==> src/rtl/mem_responder.sv <==
// Memory-side responder for the control unit's fetch/store port.
// Writes commit in one edge; reads complete RD_LAT cycles after accept with an en_ram_out pulse.
module mem_responder #(
  parameter int DWIDTH = 16,
  parameter int AWIDTH = 8,
  parameter int RD_LAT = 2
) (
  input  logic              clk,
  input  logic              rst,
  input  logic              en_ram_in,
  input  logic              en_str,
  input  logic              addr_sel,
  input  logic [AWIDTH-1:0] pc_addr,
  input  logic [AWIDTH-1:0] offset_addr,
  input  logic [DWIDTH-1:0] wdata,
  output logic [DWIDTH-1:0] rdata,
  output logic              en_ram_out,
  output logic              wr_done,
  output logic              busy,
  output logic              err
);

  localparam int         DEPTH    = 1 << AWIDTH;
  localparam logic [2:0] LAT_INIT = 3'(RD_LAT - 1);

  typedef enum logic {IDLE = 1'b0, READ = 1'b1} state_t;

  state_t            state, state_nxt;
  logic [2:0]        lat_cnt;
  logic [AWIDTH-1:0] addr, addr_q;
  logic [DWIDTH-1:0] mem [DEPTH];
  logic              acc_wr, acc_rd, done, proto_err;

  assign addr = addr_sel ? offset_addr : pc_addr;

  // A write beats a simultaneous read; any request while a read is in flight is a protocol error.
  always_comb begin
    acc_wr    = (state == IDLE) && en_str;
    acc_rd    = (state == IDLE) && en_ram_in && !en_str;
    done      = (state == READ) && (lat_cnt == 3'd0);
    proto_err = ((state == IDLE) && en_ram_in && en_str) ||
                ((state == READ) && (en_ram_in || en_str));
  end

  always_ff @(posedge clk or posedge rst) begin
    if (rst) state <= IDLE;
    else     state <= state_nxt;
  end

  always_comb begin
    state_nxt = state;
    case (state)
      IDLE:    if (acc_rd) state_nxt = READ;
      READ:    if (done)   state_nxt = IDLE;
      default: state_nxt = IDLE;
    endcase
  end

  always_comb begin
    busy = (state == READ);
  end

  always_ff @(posedge clk or posedge rst) begin
    if (rst) begin
      lat_cnt    <= 3'd0;
      rdata      <= '0;
      en_ram_out <= 1'b0;
      wr_done    <= 1'b0;
      err        <= 1'b0;
    end else begin
      en_ram_out <= done;
      wr_done    <= acc_wr;
      if (proto_err) err <= 1'b1;
      if (acc_rd)
        lat_cnt <= LAT_INIT;
      else if ((state == READ) && (lat_cnt != 3'd0))
        lat_cnt <= lat_cnt - 3'd1;
      // Array is read at completion so a preceding write is always visible.
      if (done) rdata <= mem[addr_q];
    end
  end

  // Array contents and the captured address survive reset.
  always_ff @(posedge clk) begin
    if (acc_wr) mem[addr]  <= wdata;
    if (acc_rd) addr_q     <= addr;
  end

endmodule

==> config.mk <==
export PLATFORM = sky130hd
export DESIGN_NAME = mem_responder
export DESIGN_NICKNAME = d
export VERILOG_FILES = /design/src/rtl/mem_responder.sv
export SDC_FILE = /design/constraint.sdc
export NUM_CORES = 2
export LEC_CHECK = 0
export ABC_CLOCK_PERIOD_IN_PS = 2200
export CAP_MARGIN = 20
export CORE_ASPECT_RATIO = 1.2
export CORE_MARGIN = 4
export CORE_UTILIZATION = 40
export CTS_BUF_LIST = sky130_fd_sc_hd__clkbuf_16
export DETAILED_ROUTE_END_ITERATION = 7
export PLACE_DENSITY = 0.63
export SYNTH_ARGS = -nofsm -noshare
export SYNTH_HDL_FRONTEND = slang
export SYNTH_SLANG_ARGS = --single-unit
==> constraint.sdc <==
create_clock -name clk -period 2.2 [get_ports clk]
set_input_delay 0.22 -clock clk [delete_from_list [all_inputs] [get_ports clk]]
set_output_delay 0.22 -clock clk [all_outputs]
set_load 0.02 [all_outputs]
==> metrics.txt <==
outcome=finished, violations left; failing checks=setup timing; count of cell types in the netlist=76; Via density=5.78; layout cells sized above 1=33.5%; Flop pwr share=51.1%; most frequent cells in the layout=4104 x edfxtp_1, 802 x buf_4, 698 x mux4_2; Reg area=124000 um^2; initial antenna violation count=17; Cell Area, Placed=179000 um^2; Total Routed Length=456000 um; Reg2Reg Depth=11; top cells by area, synth=edfxtp_1 77%, mux4_2 9.8%, mux2i_1 4.0%, o22ai_1 0.79%, nor2_1 0.74%; final net count=8975; Layout area overhead=22.3%; Place WS=-1700 ps; Congestion Overflow GR=0; Die Y=700 um; Psw=39.5 mW; Tot GR Track Use=21.9%; drc violations=0; fmax=0.274 GHz; Critical Path AT=4480 ps; area leader, netlist=edfxtp_1; PnR worst setup slack=-1460 ps; Syn Inst Count=7570; Final Skew=85.3 ps; initial cell density of the core=40.3%; CTS root buf=clkbuf_16; HPWL Detailed=294000 um; Max-slew headroom=26.2%; clock slew at reported path FFs=70 ps; top-area cell type share of the netlist area=77.2%; register area share after synthesis=77.5%; CTS Buffer Depth=4; clk_lat worst skew=960 ps; most common cell after layout, fill and taps aside=edfxtp_1; core area=397000 um^2; vias in the first global route=84900; 1st-iter DRT viols=9861; H-tree level count=5; static leakage=64.0 nW; setup violators final=17; number of synthesized flops with an enable pin=4104; vias=83800; syn nets=7609; pwr/cell area=876 nW/um^2; Max Cap Violations=0; pin count of the biggest net entering global routing=97; Synth async-reset ratio=0.557%; Die Wd=585 um; worst slew pin tran=1110 ps; CP Data Required Time=3020 ps; Sw Ratio=23.1%; Clk pwr share=39.1%; num rows=253; CP Launch Type=register; die area=410000 um^2; Initial DRT Pass Iterations=5; Avg WL per Cell=31.5 um; yosys synthesis warning count=0; unrepaired setup endpoints after global routing=true; Max IR drop VDD=727 uV; Top FF cell, synth=edfxtp_1; post-route design area=195000 um^2; Final Max Tran Viols=0; routability cong.=0.946; TritonCTS clock tree=done; Final Hold Viols=0; syn_area_per_cell=21.1 um^2; Hold Crit Depth=3; combinational share of power=9.8%; multi-input logic area=34700 um^2; Tmin final=3660 ps; Sink Count=4127; period utilization=166%; TritonCTS buffer count=397; Fillers=31300; Hold WC Path Type=input pin to register; post-route antenna net violation count=0; worst setup path category=register to register; first-pass GRT wire length=644000 um; worst-path maximum fanout=20; setup TNS=-18150 ps; #FFs+latches synth=4127; Pint=132 mW; crit end category=register; I/O pin count=57; post-synthesis cell area=160000 um^2; PortBufs=56
==> critical path: stages, from the launching register on <==
cell and delay, ps:
edfxtp_1 450, buf_12 170, buf_16 150, buf_4 150, buf_12 150, buf_16 220
mux4_2 290, o22ai_2 100, a222oi_1 940, nand4b_1 470, buf_4 280, o211ai_1 80
==> power by group through the flow <==
stage	clock network [mW]	registers, mW	logic [mW]
final	67.0	87.4	16.8
after global routing	71.2	87.3	17.4
after CTS	67.8	87.4	16.3
after detailed placement	0	89.0	15.4
after global placement	0	89.0	15.2
after floorplan	0	88.8	7.30
==> cell type report <==
type,instances,share of cell area (%)
antenna,13,0.0167
clock buffer,400,5.12
tap,5227,3.35
multi-input combinational,2978,17.8
timing repair buffer,1416,8.95
clock inverter,323,1.37
inverter,16,0.0346
sequential,4127,63.4
==> metrics by stage <==
step / power [mW] / utilization (%) / hold WS [ps] / instances
after floorplan: 96.1 / - / 222 / 7570
after global placement: 104 / 45.0 / 473 / 13600
after detailed placement: 104 / 45.0 / 479 / 13600
after CTS: 171 / 48.9 / 12.9 / 14400
after global routing: 176 / 49.2 / 95.9 / 14500
final: 171 / 49.3 / 66.8 / 14500
==> kinds of logic after synthesis <==
| logic type | after synthesis | share of synthesized area [%] |
|---|---|---|
| mux | 1369 | 14.4 |
| buf+inv | 465 | 2.19 |
| compound gates | 869 | 3.90 |
| simple gates | 738 | 1.99 |
| flops | 4127 | 77.5 |
| fa+ha+maj | 2 | 0.0157 |
==> metal layers <==
layer	up-vias	share of wire, %	GRT usage, %
met3	812	7.9	3.62
met1	44400	37	28.4
met4	4	5.4	10.4
li1	34600	-	-
met5	-	0.0066	0
met2	3936	49	36.2
==> sequential cells by signal, indices dropped and copies added (netlist names) <==
| register | count |
|---|---|
| mem | 4096 |
| rdata | 16 |
| addr_q | 8 |
| lat_cnt | 3 |
| busy | 1 |
| en_ram_out | 1 |
| err | 1 |
| wr_done | 1 |
==> path summary, 6_finish.rpt <==
| check | startpoint | endpoint | slack (ps) |
|---|---|---|---|
| min in group asynchronous | rst | rdata[2] | 210 |
| max in group asynchronous | rst | rdata[14] | 1620 |
| worst max-delay path | addr_q[1] | rdata[8] | -1460 |
| worst max register to register | addr_q[1] | rdata[8] | -1460 |
| worst min register to register | err | err | 500 |
| worst min-delay path | en_str | err | 70 |
==> cell usage after synthesis, drive strengths merged (7+ instances only) <==
cell type,n
nand2,241
o21bai,9
buf,312
a211oi,94
and3,9
clkbuf,132
inv,15
a311oi,7
nand3,58
o221ai,125
edfxtp,4104
nor2,315
a2111oi,46
and2,15
mux4,732
o21ai,70
a31oi,9
a21oi,109
a22oi,105
o211ai,10
nor3,35
a221oi,39
dfrtp,23
mux2i,636
nand4,20
o22ai,201
a22o,12
==> what timing repair did <==
action                                  4_1_cts  5_1_grt
endpoints found under the hold margin      1991        0
cloned                                       17        1
pin swaps                                    48       88
endpoints found under the setup margin     2069      562
gates resized for setup                     337      183
hold buffers                                 19        0
buffers inserted                             61       69
(Power assumes the default switching activity.)
